<file path="src/rtl/mux_scan_collector_pkg.sv">
// Shared types and helpers for the mux scan collector: FSM state encoding,
// default channel count and the select-width derivation.
package mux_scan_pkg;

    typedef enum logic [1:0] {
        ST_IDLE   = 2'd0,
        ST_SETTLE = 2'd1,
        ST_SAMPLE = 2'd2
    } state_t;

    localparam int DEF_NUM_CH = 4;

    // A single-channel mux still needs a one-bit select port.
    function automatic int sel_width(input int n);
        return (n > 1) ? $clog2(n) : 1;
    endfunction

endpackage

</file>
<file path="src/rtl/mux_scan_collector_if.sv">
// Bundle of the scan-control, mux-facing and frame-handshake signals of the
// collector. The collector is the master; its environment is the slave.
interface mux_scan_collector_if #(
    parameter int NUM_CH = 4,
    parameter int SEL_W  = 2
);
    logic              start;
    logic              cont;
    logic [SEL_W-1:0]  sel;
    logic              y;
    logic [NUM_CH-1:0] frame;
    logic              frame_valid;
    logic              frame_ready;
    logic              busy;
    logic              overrun;
    logic              overrun_clr;

    modport master (
        input  start, cont, y, frame_ready, overrun_clr,
        output sel, frame, frame_valid, busy, overrun
    );

    modport slave (
        output start, cont, y, frame_ready, overrun_clr,
        input  sel, frame, frame_valid, busy, overrun
    );
endinterface

</file>
<file path="src/rtl/mux_scan_collector.sv">
// Walks the external mux select through every channel, samples y after a
// programmable settle time and presents the collected bits as one frame.
module mux_scan_collector
    import mux_scan_pkg::*;
#(
    parameter int NUM_CH = DEF_NUM_CH,
    parameter int SEL_W  = sel_width(NUM_CH),
    parameter int SETTLE = 1,
    parameter int CNT_W  = 4
) (
    input  logic                 clk,
    input  logic                 rst_n,
    mux_scan_collector_if.master bus
);

    state_t            state_q, state_d;
    logic [SEL_W-1:0]  sel_q, sel_d;
    logic [CNT_W-1:0]  cnt_q, cnt_d;
    logic [NUM_CH-1:0] shadow_q, shadow_d;
    logic [NUM_CH-1:0] frame_q, frame_d;
    logic              fv_q, fv_d;
    logic              ov_q, ov_d;
    logic              busy_q, busy_d;
    logic              accept_s;
    logic              load_s;
    logic              drop_s;

    assign accept_s = fv_q & bus.frame_ready;

    // Next-state, select/counter sequencing, frame load and overrun decision.
    always_comb begin
        state_d  = state_q;
        sel_d    = sel_q;
        cnt_d    = cnt_q;
        shadow_d = shadow_q;
        frame_d  = frame_q;
        fv_d     = fv_q;
        ov_d     = ov_q;
        load_s   = 1'b0;
        drop_s   = 1'b0;

        case (state_q)
            ST_IDLE: begin
                sel_d = '0;
                cnt_d = '0;
                if (bus.start || bus.cont) begin
                    state_d = ST_SETTLE;
                end else begin
                    state_d = ST_IDLE;
                end
            end
            ST_SETTLE: begin
                cnt_d = cnt_q + {{(CNT_W-1){1'b0}}, 1'b1};
                if (cnt_q == CNT_W'(SETTLE - 1)) begin
                    state_d = ST_SAMPLE;
                end else begin
                    state_d = ST_SETTLE;
                end
            end
            ST_SAMPLE: begin
                shadow_d[sel_q] = bus.y;
                cnt_d           = '0;
                if (sel_q != SEL_W'(NUM_CH - 1)) begin
                    sel_d   = sel_q + {{(SEL_W-1){1'b0}}, 1'b1};
                    state_d = ST_SETTLE;
                end else begin
                    // Slot counts as free when the consumer takes the old frame this cycle.
                    if (!fv_q || accept_s) begin
                        load_s = 1'b1;
                    end else begin
                        drop_s = 1'b1;
                    end
                    sel_d = '0;
                    if (bus.cont) begin
                        state_d = ST_SETTLE;
                    end else begin
                        state_d = ST_IDLE;
                    end
                end
            end
            default: begin
                state_d = ST_IDLE;
                sel_d   = '0;
                cnt_d   = '0;
            end
        endcase

        if (load_s) begin
            frame_d = shadow_d;
            fv_d    = 1'b1;
        end else if (accept_s) begin
            fv_d = 1'b0;
        end else begin
            fv_d = fv_q;
        end

        if (drop_s) begin
            ov_d = 1'b1;
        end else if (bus.overrun_clr) begin
            ov_d = 1'b0;
        end else begin
            ov_d = ov_q;
        end

        busy_d = (state_d != ST_IDLE);
    end

    // State and output registers; reset discards any partial frame.
    always_ff @(posedge clk or negedge rst_n) begin
        if (!rst_n) begin
            state_q  <= ST_IDLE;
            sel_q    <= '0;
            cnt_q    <= '0;
            shadow_q <= '0;
            frame_q  <= '0;
            fv_q     <= 1'b0;
            ov_q     <= 1'b0;
            busy_q   <= 1'b0;
        end else begin
            state_q  <= state_d;
            sel_q    <= sel_d;
            cnt_q    <= cnt_d;
            shadow_q <= shadow_d;
            frame_q  <= frame_d;
            fv_q     <= fv_d;
            ov_q     <= ov_d;
            busy_q   <= busy_d;
        end
    end

    assign bus.sel         = sel_q;
    assign bus.frame       = frame_q;
    assign bus.frame_valid = fv_q;
    assign bus.overrun     = ov_q;
    assign bus.busy        = busy_q;

endmodule

</file>
<file path="src/flat_wrapper.sv">
// flat-port wrapper written by rule: the top's interface ports become plain ports
module mux_scan_collector_flat import mux_scan_pkg::*;
#(
    parameter int NUM_CH = DEF_NUM_CH,
    parameter int SEL_W  = sel_width(NUM_CH),
    parameter int SETTLE = 1,
    parameter int CNT_W  = 4
)
  (clk, rst_n, bus_start, bus_cont, bus_y, bus_frame_ready, bus_overrun_clr, bus_sel, bus_frame, bus_frame_valid, bus_busy, bus_overrun);
  mux_scan_collector_if #(.NUM_CH(NUM_CH), .SEL_W(SEL_W)) bus_i ();
  input  logic clk;
  input  logic rst_n;
  input wire logic [$bits(bus_i.start)-1:0] bus_start;
  input wire logic [$bits(bus_i.cont)-1:0] bus_cont;
  input wire logic [$bits(bus_i.y)-1:0] bus_y;
  input wire logic [$bits(bus_i.frame_ready)-1:0] bus_frame_ready;
  input wire logic [$bits(bus_i.overrun_clr)-1:0] bus_overrun_clr;
  output wire logic [$bits(bus_i.sel)-1:0] bus_sel;
  output wire logic [$bits(bus_i.frame)-1:0] bus_frame;
  output wire logic [$bits(bus_i.frame_valid)-1:0] bus_frame_valid;
  output wire logic [$bits(bus_i.busy)-1:0] bus_busy;
  output wire logic [$bits(bus_i.overrun)-1:0] bus_overrun;
  assign bus_i.start = bus_start;
  assign bus_i.cont = bus_cont;
  assign bus_i.y = bus_y;
  assign bus_i.frame_ready = bus_frame_ready;
  assign bus_i.overrun_clr = bus_overrun_clr;
  assign bus_sel = bus_i.sel;
  assign bus_frame = bus_i.frame;
  assign bus_frame_valid = bus_i.frame_valid;
  assign bus_busy = bus_i.busy;
  assign bus_overrun = bus_i.overrun;
  mux_scan_collector #(.NUM_CH(NUM_CH), .SEL_W(SEL_W), .SETTLE(SETTLE), .CNT_W(CNT_W)) u_core (.clk(clk), .rst_n(rst_n), .bus(bus_i));
endmodule
</file>
<file path="config.mk">
export PLATFORM = sky130hd
export DESIGN_NAME = mux_scan_collector_flat
export DESIGN_NICKNAME = d
export VERILOG_FILES = /design/src/rtl/mux_scan_collector_pkg.sv /design/src/rtl/mux_scan_collector_if.sv /design/src/rtl/mux_scan_collector.sv /design/src/flat_wrapper.sv
export SDC_FILE = /design/constraint.sdc
export NUM_CORES = 1
export LEC_CHECK = 0
export CAP_MARGIN = 20
export CORE_MARGIN = 2
export CORE_UTILIZATION = 35
export CTS_BUF_LIST = sky130_fd_sc_hd__clkbuf_4 sky130_fd_sc_hd__clkbuf_8
export DETAILED_ROUTE_END_ITERATION = 6
export GPL_ROUTABILITY_DRIVEN = 1
export PLACE_DENSITY = 0.61
export REMOVE_ABC_BUFFERS = 1
export SLEW_MARGIN = 5
export SYNTH_ARGS = -nofsm -noshare
export SYNTH_HDL_FRONTEND = slang
export SYNTH_SLANG_ARGS = --single-unit
</file>
<file path="constraint.sdc">
create_clock -name clk -period 3.84 [get_ports clk]
set_clock_uncertainty 0.1 [all_clocks]
set_input_delay 0.768 -clock clk [delete_from_list [all_inputs] [get_ports clk]]
set_output_delay 0.768 -clock clk [all_outputs]
set_load 0.05 [all_outputs]
</file>
Yosys cells after proc, flatten, opt, wreduce, memory -nomap -nowiden
Cells that the tools add are included.
- add/sub/neg operators: 2
- order comparisons: 2
- equality and inequality tests: 3
- multiplexer cells: 22
- bitwise logic cells: 1
- reduce and logical (&&, ||, !) cells: 9
- operators with widths (cell ; number):
    $mux W1 ; 13
    $mux W4 ; 2
    $mux W2 ; 3
    $pmux W2 S3 ; 1
    $reduce_bool A2 Y1 ; 3
    $add A4 B1 Y4 const B ; 1
    $bwmux W4 ; 1
    $logic_not A4 Y1 ; 1
    $pmux W2 S2 ; 1
    $lt A2 B3 Y1 const B ; 1
    $add A2 B1 Y2 const B ; 1
    $demux W1 S2 ; 1
    $eq A2 B1 Y1 const B ; 1
    $eq A2 B2 Y1 const B ; 1
    $ge A2 B1 Y1 const B ; 1
    $logic_not A2 Y1 ; 1
    $logic_or A1 B1 Y1 ; 2
    $ne A2 B2 Y1 const B ; 1
    $and A1 B1 Y1 ; 1
    $logic_and A1 B1 Y1 ; 1
    $logic_not A1 Y1 ; 1
- flip-flop bits (word level): 19
- input port bits: 7
- output and inout port bits: 9
- word-level logic and storage cells: 47

Longest topological paths before layout
- depth after elaboration: 6
- gate-level depth with buffers: 5
- depth with buffers taken out: 5

Least setup slack after synthesis
Ideal clock, no wire load.
- path kind: flip-flop to flip-flop
- start point: register u_core.sel_q[0], in the netlist u_core.bus.sel[0]
- end point: register u_core.frame_q[3], in the netlist u_core.bus.frame[3]
- setup time: 0.125 ns
- arrival: 1.608 ns
- required time: 3.615 ns
- path slack: 2.007 ns
- stages on the path, launching flop included: 5
- path buffers: 0
- period minus slack after synthesis: 1.833 ns
- cells stage by stage: dfrtp_1 -> ha_1 -> nand3b_1 -> nor2b_4 -> mux2_2
- cells in the longest elaborated chain, start to end: 6
- elaborated cells between the ends (all ways): 10
- those cells by class: order compare (2); eq/ne (1); mux (6); reduce/logical (1)
- ends and longest elaborated chain (element ; RTL line ; RTL):
    start, declared ; mux_scan_collector.sv:17 ; logic [SEL_W-1:0] sel_q, sel_d;
    start signal, assigned ; mux_scan_collector.sv:121 ; sel_q <= sel_d;
    $lt A2 B3 Y1 (not written as such) / $ge A2 B1 Y1 (equally long branches) ; mux_scan_collector.sv:61 ; shadow_d[sel_q] = bus.y;
    $logic_and A1 B1 Y1 (not written as such) ; mux_scan_collector.sv:61 ;
    $mux W1 (not written as such) ; mux_scan_collector.sv:61 ;
    $demux W1 S2 ; n/a ;
    $bwmux W4 ; mux_scan_collector.sv:61 ;
    $mux W4 ; mux_scan_collector.sv:42 ; case (state_q)
    end signal, assigned ; mux_scan_collector.sv:124 ; frame_q <= frame_d;
    end, declared ; mux_scan_collector.sv:20 ; logic [NUM_CH-1:0] frame_q, frame_d;
Parallel ways exist; a longest one is shown, timed or not.
A chain may end at the register's enable or synchronous reset.

Worst setup path in the final report
- start point: register u_core.sel_q[0], in the netlist u_core.bus.sel[0]
- end point: output bus_sel[0]
- RTL lines (element ; RTL line ; RTL):
    end, declared ; flat_wrapper.sv:18 ; output wire logic [$bits(bus_i.sel)-1:0] bus_sel;
No word-level cell between the ends.

==> impl_metrics.prom <==
# TYPE chip_impl_metric gauge
chip_impl_metric{name="clk-insertion-delay-late",unit="ns"} 0.29
chip_impl_metric{name="yosys.area_share.xor_xnor",unit=""} 0.0208
chip_impl_metric{name="max_freq",unit="MHz"} 412
chip_impl_metric{name="setup_viol",unit=""} 0
chip_impl_metric{name="finalWorstPathRequiredPeriod",unit="ns"} 2.43
chip_impl_metric{name="drv_slew",unit=""} 0
chip_impl_info{name="rsz0062_at_grt",value="false"} 1
chip_impl_info{name="worstSetupStartpointType",value="register"} 1
chip_impl_metric{name="worstHoldPathCells",unit=""} 1
chip_impl_metric{name="synthAdderAreaFrac",unit=""} 0.0890
chip_impl_metric{name="power.total",unit="uW"} 708
chip_impl_metric{name="io_pins",unit=""} 16
chip_impl_metric{name="drv_cap",unit=""} 0
chip_impl_metric{name="drcViolationCount",unit=""} 0
chip_impl_metric{name="worstMarginPinSlew",unit="ns"} 0.812
chip_impl_info{name="crit_path_slowest_cell",value="clkdlybuf4s50_1"} 1
chip_impl_info{name="hold_class",value="register to register"} 1
chip_impl_info{name="most_numerous_cell_in_the_yosys_netlist",value="dfrtp_1"} 1
chip_impl_metric{name="placement.setup.worst_slack",unit="ns"} 1.70
chip_impl_metric{name="diodes",unit=""} 0
chip_impl_metric{name="drt-vias-per-instance",unit=""} 4.73
chip_impl_metric{name="start_util",unit=""} 0.374
chip_impl_metric{name="place.port_buffers",unit=""} 15
chip_impl_info{name="synth.cells.most_frequent",value="18 x dfrtp_1, 10 x mux2_2, 6 x ha_1, 6 x inv_1, 6 x nand2_1"} 1
chip_impl_metric{name="drive_gt1_frac",unit=""} 0.157
chip_impl_metric{name="cts_max_level",unit=""} 1
chip_impl_metric{name="post_synth_mux_area_share",unit=""} 0.134
chip_impl_metric{name="grt_start_max_net_pins",unit=""} 19
chip_impl_metric{name="detailedPlacementHpwl",unit="um"} 1040
chip_impl_metric{name="worst-r2r-cell-count",unit=""} 4
chip_impl_metric{name="netlist_area",unit="um^2"} 843
chip_impl_metric{name="syn_avg_cell_area",unit="um^2"} 11.9
chip_impl_metric{name="detailedRoute.firstIterationViolations",unit=""} 6
chip_impl_info{name="timing.critical_path.cells",value="clkdlybuf4s50_1"} 1
chip_impl_info{name="synth_flop_cell",value="dfrtp_1"} 1
chip_impl_metric{name="postSynth.asyncResetShare",unit=""} 1.00
chip_impl_metric{name="cts_inserted_buffers",unit=""} 3
chip_impl_metric{name="finish.net_count",unit=""} 104
chip_impl_metric{name="post_synthesis_to_final_layout_area_growth",unit="%"} 24.6
chip_impl_metric{name="cp_data_required_time",unit="ns"} 2.97
chip_impl_metric{name="detail_route.wirelength",unit="um"} 1430
chip_impl_metric{name="first_global_vias",unit=""} 556
chip_impl_metric{name="die_width",unit="um"} 53.1
chip_impl_metric{name="yosysUniqueCellTypes",unit=""} 22
chip_impl_metric{name="synth_largest_type_area_fraction",unit=""} 0.534
chip_impl_metric{name="antenna_violating_nets_post_route",unit=""} 0
chip_impl_metric{name="gp_congestion",unit=""} 0.694
chip_impl_info{name="cp-end-kind",value="primary output"} 1
chip_impl_metric{name="ff2ff_setup_slack",unit="ns"} 2.20
chip_impl_metric{name="finalCritPeriodShare",unit=""} 0.632
chip_impl_info{name="biggest_area_contributors_in_the_synthesized_netlist",value="dfrtp_1 53%, mux2_2 13%, ha_1 8.9%, inv_1 2.7%, nand2_1 2.7%"} 1
chip_impl_metric{name="worstPathArrival",unit="ns"} 1.56
chip_impl_metric{name="place_area",unit="um^2"} 1030
chip_impl_info{name="hold_path_sink",value="u_core.cnt_q[0]"} 1
chip_impl_info{name="largest_family_of_logic_cells_by_synthesized_area",value="simple AND/OR/NAND/NOR gates"} 1
chip_impl_info{name="regToRegStartpoint",value="u_core.bus.sel[0]"} 1
chip_impl_metric{name="timing.final.hold_violations",unit=""} 0
chip_impl_metric{name="cp_max_fo",unit=""} 5
chip_impl_metric{name="die_y",unit="um"} 53.1
chip_impl_metric{name="post_cts_resized",unit=""} 0
chip_impl_metric{name="grt_antenna_before_repair",unit=""} 0
chip_impl_info{name="r2r_end",value="u_core.bus.frame[1]"} 1
chip_impl_metric{name="synthSimpleGateAreaFrac",unit=""} 0.138
chip_impl_metric{name="yosys_warnings",unit=""} 0
chip_impl_metric{name="clock_tree.buffer_depth",unit=""} 2
chip_impl_metric{name="global_route.overflow_total",unit=""} 0
chip_impl_metric{name="cts_post_setup_buffers_inserted",unit=""} 0
chip_impl_metric{name="clock-sinks",unit=""} 18
chip_impl_metric{name="critical_path.n_buffers_inverters",unit=""} 1
chip_impl_metric{name="cts_hold_repair.buffers",unit=""} 0
chip_impl_info{name="worst_min_path_start",value="u_core.cnt_q[0]"} 1
chip_impl_metric{name="synth-seq-cells",unit=""} 18
chip_impl_metric{name="worst_setup_hold_path_clk_slew",unit="ns"} 0.10
chip_impl_metric{name="fp.coreArea",unit="um^2"} 2250
chip_impl_info{name="synth_top_area_cell",value="dfrtp_1"} 1
chip_impl_metric{name="fp.dieArea",unit="um^2"} 2820
chip_impl_metric{name="dr.pass1.iters",unit=""} 4
chip_impl_info{name="tritoncts",value="built"} 1
chip_impl_metric{name="dr_total_vias",unit=""} 553
chip_impl_metric{name="p_leak",unit="uW"} 0.000478
chip_impl_metric{name="synth_compound_area_frac",unit=""} 0.0579
chip_impl_metric{name="post_synth_inst_count",unit=""} 71
chip_impl_metric{name="ratio_of_total_power_to_cell_area",unit="nW/um^2"} 674
chip_impl_info{name="cpLargestDelayFamily",value="buffers and inverters"} 1
chip_impl_info{name="timing_worst_setup_path_type",value="register to primary output"} 1
chip_impl_info{name="clock-root-buffer",value="clkbuf_4"} 1
chip_impl_metric{name="yosysSeqAreaShare",unit=""} 0.534
chip_impl_metric{name="grt_usage",unit=""} 0.125
chip_impl_metric{name="critPathMaxStageDelay",unit="ns"} 0.83
chip_impl_metric{name="rows",unit=""} 17
chip_impl_metric{name="final_cell_area",unit="um^2"} 1050
chip_impl_metric{name="grt_pass1_wl",unit="um"} 2420
chip_impl_metric{name="peakVddDrop",unit="mV"} 0.411
chip_impl_metric{name="drt-wirelength-per-cell",unit="um"} 12.2
chip_impl_metric{name="fin_ws",unit="ns"} 1.41
chip_impl_metric{name="timing.max_slew.rel_slack",unit=""} 0.457
chip_impl_metric{name="totalNegativeSetupSlack",unit="ns"} 0
chip_impl_metric{name="hold-worst-slack",unit="ns"} 0.389
chip_impl_metric{name="synth-edff-count",unit=""} 0
chip_impl_info{name="status",value="finished clean"} 1
==> how the worst max path moves through the flow <==
| stage | from | to | slack (ns) | cells after the start |
|---|---|---|---|---|
| after floorplan | u_core.bus.sel[0] | u_core.bus.frame[3] | 2.01 | 4 |
| after global placement | bus_frame_ready | u_core.bus.frame[1] | 1.73 | 4 |
| after detailed placement | bus_frame_ready | u_core.bus.frame[1] | 1.70 | 4 |
| after CTS | u_core.bus.sel[0] | bus_sel[0] | 1.40 | 1 |
| after global routing | u_core.bus.sel[0] | bus_sel[0] | 1.36 | 1 |
| final | u_core.bus.sel[0] | bus_sel[0] | 1.41 | 1 |
==> placed cells by master, fill, tap and decap left out <==
master,netlist,layout
nor3b_1,1,1
nor2_1,4,4
a21oi_1,1,1
o21a_1,1,1
nor2b_4,1,1
nand3_1,1,1
ha_1,6,6
clkbuf_4,0,3
mux2_2,10,10
xor2_1,1,1
nor3_1,1,1
and2_1,2,2
inv_1,6,6
clkdlybuf4s50_1,0,15
a21o_1,1,1
dfrtp_1,18,18
nand3b_1,1,1
nand2b_1,2,2
a22oi_1,1,1
o21ai_0,3,3
and2b_1,2,2
nand2_1,6,6
xnor2_1,1,1
o22ai_1,1,1
==> metal layers <==
layer  share of wire  global-route usage  routed length (um)
met4          0.0098              0.0385                  14
met5               0                   0                   0
met2            0.46               0.190                 661
met3           0.078              0.0621                 111
met1            0.45               0.154                 642
==> state kept, by name (all words and copies together) (netlist names) <==
signal / count
u_core.bus.busy: 1
u_core.bus.frame: 4
u_core.bus.frame_valid: 1
u_core.bus.overrun: 1
u_core.bus.sel: 2
u_core.cnt_q: 4
u_core.shadow_q: 3
u_core.state_q: 2
==> kinds of logic after synthesis <==
logic type	count (synthesis)
compound gates	8
buf+inv	6
mux	10
xor+xnor	2
simple gates	21
fa+ha+maj	6
flops	18
==> cell type report <==
class	count	area, um^2
clock buffer	3	22.5
fill	225	1200
inverter	6	22.5
timing repair buffer	15	150
tap	28	35.0
multi-input combinational	47	370
sequential	18	450
==> power by group <==
part	leakage [uW]	switching [uW]	internal, uW	total (uW)
Clock	0.0000138	54.8	36.5	91.2
Combinational	0.000232	177	141	318
Sequential	0.000232	46.7	252	299
Total	0.000478	278	430	708
==> through the flow <==
| step | cells | util |
|---|---|---|
| after detailed placement | 114 | 0.456 |
| after CTS | 117 | 0.466 |
| after global routing | 117 | 0.466 |
| after global placement | 114 | 0.456 |
| final | 117 | 0.466 |
| after floorplan | 71 | - |
Power figures use the tool's default switching activity.
